### src/rtl/share_mask_feeder.sv
// share_mask_feeder: splits an unmasked nibble into Boolean shares with an internal
// 16-bit Fibonacci LFSR, presents them registered to the masked S-box share registers,
// waits the pipeline latency, XOR-recombines the returned shares and hands the result
// downstream over valid/ready. One transaction in flight at a time.
// Build option: SHARE_FEEDER_NORAND_EN forces all random shares to zero (debug only,
// not side-channel secure); the LFSR keeps running and loading.
module share_mask_feeder #(
    parameter int unsigned DATA_W   = 4,
    parameter int unsigned NSHARES  = 2,
    parameter int unsigned SBOX_LAT = 2,
    parameter logic [15:0] SEED     = 16'hACE1
) (
    input  logic                      i_clk,
    input  logic                      i_rst,
    input  logic                      i_valid,
    output logic                      o_ready,
    input  logic [DATA_W-1:0]         i_data,
    input  logic                      i_seed_load,
    input  logic [15:0]               i_seed,
    output logic [NSHARES*DATA_W-1:0] o_shares,
    output logic                      o_share_valid,
    input  logic [NSHARES*DATA_W-1:0] i_sbox_shares,
    output logic                      o_valid,
    output logic [DATA_W-1:0]         o_data,
    input  logic                      i_ready
);

    localparam int unsigned SW   = NSHARES * DATA_W;
    localparam int unsigned CntW = (SBOX_LAT < 2) ? 1 : $clog2(SBOX_LAT + 1);

    typedef enum logic [1:0] {StIdle, StWait, StHold} state_e;

    state_e            state_q, state_d;
    logic [CntW-1:0]   cnt_q, cnt_d;
    logic [15:0]       lfsr_q, lfsr_d;
    logic [SW-1:0]     shares_q, shares_d;
    logic              share_valid_q, share_valid_d;
    logic [DATA_W-1:0] data_q, data_d;
    logic [DATA_W-1:0] mask_xor;
    logic [DATA_W-1:0] ret_xor;
    logic              accept;
    logic              ret_capture;

    assign accept      = i_valid & o_ready;
    assign ret_capture = (state_q == StWait) && (cnt_q == '0);

    // LFSR next value: seed load beats stepping; a zero seed falls back to SEED.
    always_comb begin
        lfsr_d = {lfsr_q[14:0], lfsr_q[15] ^ lfsr_q[13] ^ lfsr_q[12] ^ lfsr_q[10]};
        if (i_seed_load) begin
            lfsr_d = (i_seed == 16'h0000) ? SEED : i_seed;
        end
    end

    // Share split on accept; masks come from the current (pre-load) LFSR value.
    always_comb begin
        shares_d      = shares_q;
        share_valid_d = accept;
        mask_xor      = '0;
        if (accept) begin
            for (int j = 1; j < NSHARES; j++) begin
`ifdef SHARE_FEEDER_NORAND_EN
                shares_d[j*DATA_W +: DATA_W] = '0;
`else
                shares_d[j*DATA_W +: DATA_W] = lfsr_q[(j-1)*DATA_W +: DATA_W];
`endif
                mask_xor = mask_xor ^ shares_d[j*DATA_W +: DATA_W];
            end
            shares_d[DATA_W-1:0] = i_data ^ mask_xor;
        end
    end

    // Recombination of the shares returned by the S-box pipeline.
    always_comb begin
        ret_xor = '0;
        for (int j = 0; j < NSHARES; j++) begin
            ret_xor = ret_xor ^ i_sbox_shares[j*DATA_W +: DATA_W];
        end
        data_d = ret_capture ? ret_xor : data_q;
    end

    // FSM state register and latency counter.
    always_ff @(posedge i_clk) begin
        if (i_rst) begin
            state_q <= StIdle;
            cnt_q   <= '0;
        end else begin
            state_q <= state_d;
            cnt_q   <= cnt_d;
        end
    end

    // FSM next state: IDLE -> WAIT (SBOX_LAT+1 cycles) -> HOLD until accepted.
    always_comb begin
        state_d = state_q;
        cnt_d   = cnt_q;
        unique case (state_q)
            StIdle: begin
                if (i_valid) begin
                    state_d = StWait;
                    cnt_d   = CntW'(SBOX_LAT);
                end
            end
            StWait: begin
                if (cnt_q == '0) begin
                    state_d = StHold;
                end else begin
                    cnt_d = cnt_q - 1'b1;
                end
            end
            StHold: begin
                if (i_ready) begin
                    state_d = StIdle;
                end
            end
            default: state_d = StIdle;
        endcase
    end

    // FSM outputs decoded from the state.
    always_comb begin
        o_ready = (state_q == StIdle);
        o_valid = (state_q == StHold);
    end

    // Datapath registers: LFSR, share outputs, recombined result.
    always_ff @(posedge i_clk) begin
        if (i_rst) begin
            lfsr_q        <= SEED;
            shares_q      <= '0;
            share_valid_q <= 1'b0;
            data_q        <= '0;
        end else begin
            lfsr_q        <= lfsr_d;
            shares_q      <= shares_d;
            share_valid_q <= share_valid_d;
            data_q        <= data_d;
        end
    end

    assign o_shares      = shares_q;
    assign o_share_valid = share_valid_q;
    assign o_data        = data_q;

endmodule

### config.mk
export PLATFORM = sky130hd
export DESIGN_NAME = share_mask_feeder
export DESIGN_NICKNAME = d
export VERILOG_FILES = /design/src/rtl/share_mask_feeder.sv
export SDC_FILE = /design/constraint.sdc
export NUM_CORES = 1
export LEC_CHECK = 0
export CORE_AREA = 5 5 65 67
export CTS_CLUSTER_DIAMETER = 50
export DETAILED_ROUTE_END_ITERATION = 16
export DIE_AREA = 0 0 70 72
export PLACE_DENSITY = 0.7
export SLEW_MARGIN = 0
export SYNTH_ARGS = -nofsm -noshare
export SYNTH_HDL_FRONTEND = slang
export SYNTH_SLANG_ARGS = --single-unit
### constraint.sdc
create_clock -name i_clk -period 1.3 [get_ports i_clk]
set_input_delay 0.13 -clock i_clk [delete_from_list [all_inputs] [get_ports i_clk]]
set_output_delay 0.13 -clock i_clk [all_outputs]
set_load 0.01 [all_outputs]
After elaboration in Yosys (flattened, before gate mapping)
Cells that the tools add are included.
{ "totals": {"in_bits": 33, "ff_bits": 33} }
{ "classes": {"bitwise": 6, "addsub": 1, "n_eq_ne": 6, "n_mux": 9, "reduce_logical": 7} }
{ "ops": {"columns": ["cell", "count"], "rows": [
  ["$mux 16", 2],
  ["$logic_not 16->1", 1],
  ["$mux 2", 5],
  ["$xor 4x4->4", 2],
  ["$pmux 2 s3", 1],
  ["$reduce_and 3->1", 2],
  ["$logic_not 2->1", 2],
  ["$ne 2x1->1 const B", 2],
  ["$ne 2x2->1 const B", 2],
  ["$pmux 2 s2", 1],
  ["$xor 1x1->1", 3],
  ["$eq 2x1->1 const B", 1],
  ["$eq 2x2->1 const B", 1],
  ["$reduce_bool 2->1", 1],
  ["$sub 2x1->2 const B", 1],
  ["$and 1x1->1", 1],
  ["$logic_and 1x1->1", 1]
]} }

Logic depth before layout (Yosys ltp)
{ "logic_depth": {"word_depth": 4, "depth_mapped": 6, "ltp_nobuf": 5} }

Worst setup path after synthesis
OpenSTA, ideal clock, no wires.
{ "synth_path": {"path_type": "reg2reg", "start": "register cnt_q[0]", "end": "register cnt_q[0]", "stages_incl_launch_ff": 6, "setup_time_ns": 0.135, "period_less_slack_ns": 1.192, "n_path_buf": 0, "arrival_ns": 1.057, "setup_slack_ns": 0.108, "required_ns": 1.165, "cell_sequence": "dfxtp_1 inv_1 ha_1 or3b_1 nand3_1 a21oi_1"} }
{ "synth_between": {"elab_chain_cells": 3} }
{ "synth_rtl": {"columns": ["element", "line_no", "text"], "rows": [
  ["start, declared", "34", "logic [CntW-1:0] cnt_q, cnt_d;"],
  ["start signal, assigned", "89", "cnt_q <= cnt_d;"],
  ["$sub 2x1->2 or $logic_not 2->1 (tied branches)", "108, 105", null],
  ["$mux 2 or $ne 2x2->1 (tied branches)", null, null],
  ["$pmux 2 s2 or $reduce_and 3->1 (tied branches)", null, null]
]} }
Parallel ways exist; a longest one is shown, timed or not. The select of a mux whose other input is x is not followed.
A chain may end at the register's enable or synchronous reset.

Worst setup path after layout
Ends and elaborated chain as after synthesis.

==> flow_metrics.env <==
export IMPL_ys_types=27
export IMPL_outcome="completed"
export IMPL_antenna_cells=0
export IMPL_netlist_instances=126
export IMPL_ios=48
export IMPL_synth_fp_nets=160
export IMPL_yosysMostFrequentCell="dfxtp_1"
export IMPL_grt_max_degree=22
export IMPL_crit_fanout=4
export IMPL_cap_viol_max_count=0
export IMPL_hold_path_class="in2reg"
export IMPL_rsz0062_at_grt="true"
export IMPL_postLayoutSetupSlackWorst_ns=0.0566
export IMPL_setup_violations=0
export IMPL_dp_slack_ns=-0.177
export IMPL_hold_ws_ns=0.393
export IMPL_max_vdd_ir_drop_mv=0.594
export IMPL_die_area_mm2=0.00504
export IMPL_vias_per_cell=4.77
export IMPL_dp_hpwl_um=2600
export IMPL_reg2regPathDepth=5
export IMPL_wl_per_cell_um=13.6
export IMPL_syn_area_mm2=0.00133
export IMPL_synth_area_per_cell_um2=10.6
export IMPL_synth_edf_count=0
export IMPL_grt_pass1_vias=1188
export IMPL_clkLatencyLatePin_ns=0.34
export IMPL_async_reset_ff_share_pct=0
export IMPL_power_total_w=0.00234
export IMPL_ys_warn_count=0
export IMPL_clock_path_buffers=2
export IMPL_nets=231
export IMPL_globalplace_congestion=0.809
export IMPL_fin_crit_sh_pct=95.6
export IMPL_worstSetupEndpointType="flop"
export IMPL_clock_sinks=33
export IMPL_synth_largest_area_cell="dfxtp_1"
export IMPL_power_density_mw_per_mm2=1130
export IMPL_drtIter0Drc=34
export IMPL_clkTransAtPathRegs_ns=0.10
export IMPL_period_minus_slack_ns=1.24
export IMPL_finClkSkew_ns=0.00866
export IMPL_rows=22
export IMPL_relSlewSlack_pct=80.3
export IMPL_syn_to_final_growth_pct=55.4
export IMPL_finalWirelength_um=3350
export IMPL_drc_errors=0
export IMPL_core_area_mm2=0.00358
export IMPL_power_leakage_nw=0.883
export IMPL_die_w_um=70
export IMPL_finalHoldViolCount=0
export IMPL_grt_first_pass_wirelength_um=5560
export IMPL_synth_common_cells="dfxtp_1, nor2_1, mux2i_1"
export IMPL_cp_arrival_ns=1.46
export IMPL_ys_seq_elements=33
export IMPL_cts_root_buf="clkbuf_4"
export IMPL_vias=1174
export IMPL_fin_area_mm2=0.00207
export IMPL_globalRouteOverflowTotal=0
export IMPL_portBuffers=47
export IMPL_ys_seq_area_share_pct=49.5
export IMPL_hold_depth=4
export IMPL_die_h_um=72
export IMPL_grt_use_total_pct=14.0
export IMPL_ys_top_cells_by_area="dfxtp_1, mux2i_1, xnor2_1"
export IMPL_worst_pin_slew_ns=0.293
export IMPL_crit_type="reg2reg"
export IMPL_first_pass_iters=4
export IMPL_ant_nets=0
export IMPL_drive_above_1_share_pct=24.7
export IMPL_yosysTopAreaCellShare_pct=49.5
export IMPL_startpoint_type="flop"
export IMPL_ys_flop_type="dfxtp_1"
export IMPL_h_tree_depth=2
export IMPL_final_fill_count=324
export IMPL_cts_tree="yes"
export IMPL_antenna_found_initial=0
export IMPL_numCtsBuffers=5
export IMPL_cp_required_ns=1.52
export IMPL_slew_viol_final=0
export IMPL_start_util_pct=37.3
export IMPL_dpl_instance_area_mm2=0.00198
export IMPL_fmax_mhz=804
[flip-flops by register name, indices dropped and copies added, names as in the netlist]
name	cells
o_shares	8
o_share_valid	1
state_q	2
cnt_q	2
lfsr_q	16
o_data	4
[cell families after synthesis]
logic type | Yosys count | share of synthesized area (%)
AND/OR/NAND/NOR | 38 | 15.3
flip-flops | 33 | 49.5
AO/OA/AOI/OAI | 21 | 13.8
multiplexers | 12 | 9.01
XOR/XNOR | 11 | 7.22
buffers and inverters | 10 | 4.22
adder cells (fa/ha/maj) | 1 | 0.938
[timing repair]
item / in CTS / in global routing
gates resized for setup: 21 / 8
hold buffers: 0 / 0
pin swaps: 0 / 3
buffers inserted: 0 / 2
gates cloned: 0 / 1
endpoints found under the setup margin: 20 / 12
[layout make-up]
class	instances	area (um2)	area share (%)
Tap cell	48	60.1	2.90
Clock inverter	1	5.00	0.241
Sequential cell	33	668	32.2
Inverter	3	11.3	0.543
Clock buffer	7	65.1	3.14
Multi-Input combinational cell	84	632	30.5
Timing Repair Buffer	70	632	30.5
[metal layers]
metal  wire length [um]  up-vias  global-route usage, %
li1                   -      587                      -
met5                  0        -                      0
met1               1430      544                   15.5
met4                 73        0                   6.38
met3                223        8                   5.40
met2               1620       35                   23.8
[cells in the final DEF (no fill, tap or decap), types with 2 or more instances in the layout]
| cell type | Yosys | final |
|---|---|---|
| a211oi_1 | 5 | 5 |
| a211oi_2 | 4 | 4 |
| a21oi_1 | 3 | 3 |
| buf_4 | 0 | 20 |
| buf_6 | 2 | 3 |
| clkbuf_4 | 0 | 5 |
| clkbuf_8 | 0 | 2 |
| clkdlybuf4s50_1 | 0 | 32 |
| dfxtp_1 | 33 | 29 |
| dfxtp_2 | 0 | 3 |
| dlygate4sd2_1 | 0 | 14 |
| inv_1 | 3 | 3 |
| mux2i_1 | 12 | 12 |
| nor2_1 | 23 | 23 |
| nor4_1 | 4 | 4 |
| o22a_1 | 8 | 8 |
| xnor2_1 | 10 | 10 |
[worst max-delay path: stages, from the launching register on]
cell and delay [ns]:
dfxtp_2 0.34, inv_1 0.05, ha_2 0.21, or3b_4 0.38, nand3_1 0.09, a21oi_1 0.07
[through the flow]
stage / instances / setup TNS (ns) / utilization, %
global route: 246 / -0.0904 / 57.9
CTS: 243 / 0 / 56.9
global placement: 235 / -1.38 / 55.2
finish: 246 / 0 / 57.9
detailed placement: 235 / -1.69 / 55.2
floorplan: 126 / 0 / -
[worst paths after layout]
kind / from / end / slack, ns
hold / removal: i_ready / state_q[1] / 0.39
setup reg to reg: cnt_q[0] / cnt_q[0] / 0.06
hold reg to reg: lfsr_q[5] / lfsr_q[6] / 0.44
setup / recovery: cnt_q[0] / cnt_q[0] / 0.06
[power breakdown]
| part | internal [W] | switching (W) |
|---|---|---|
| clock network | 0.000313 | 0.000347 |
| logic | 0.000316 | 0.000210 |
| registers | 0.00110 | 0.0000528 |
| total | 0.00173 | 0.000610 |
Note: power is estimated with default switching activity, not from simulation.
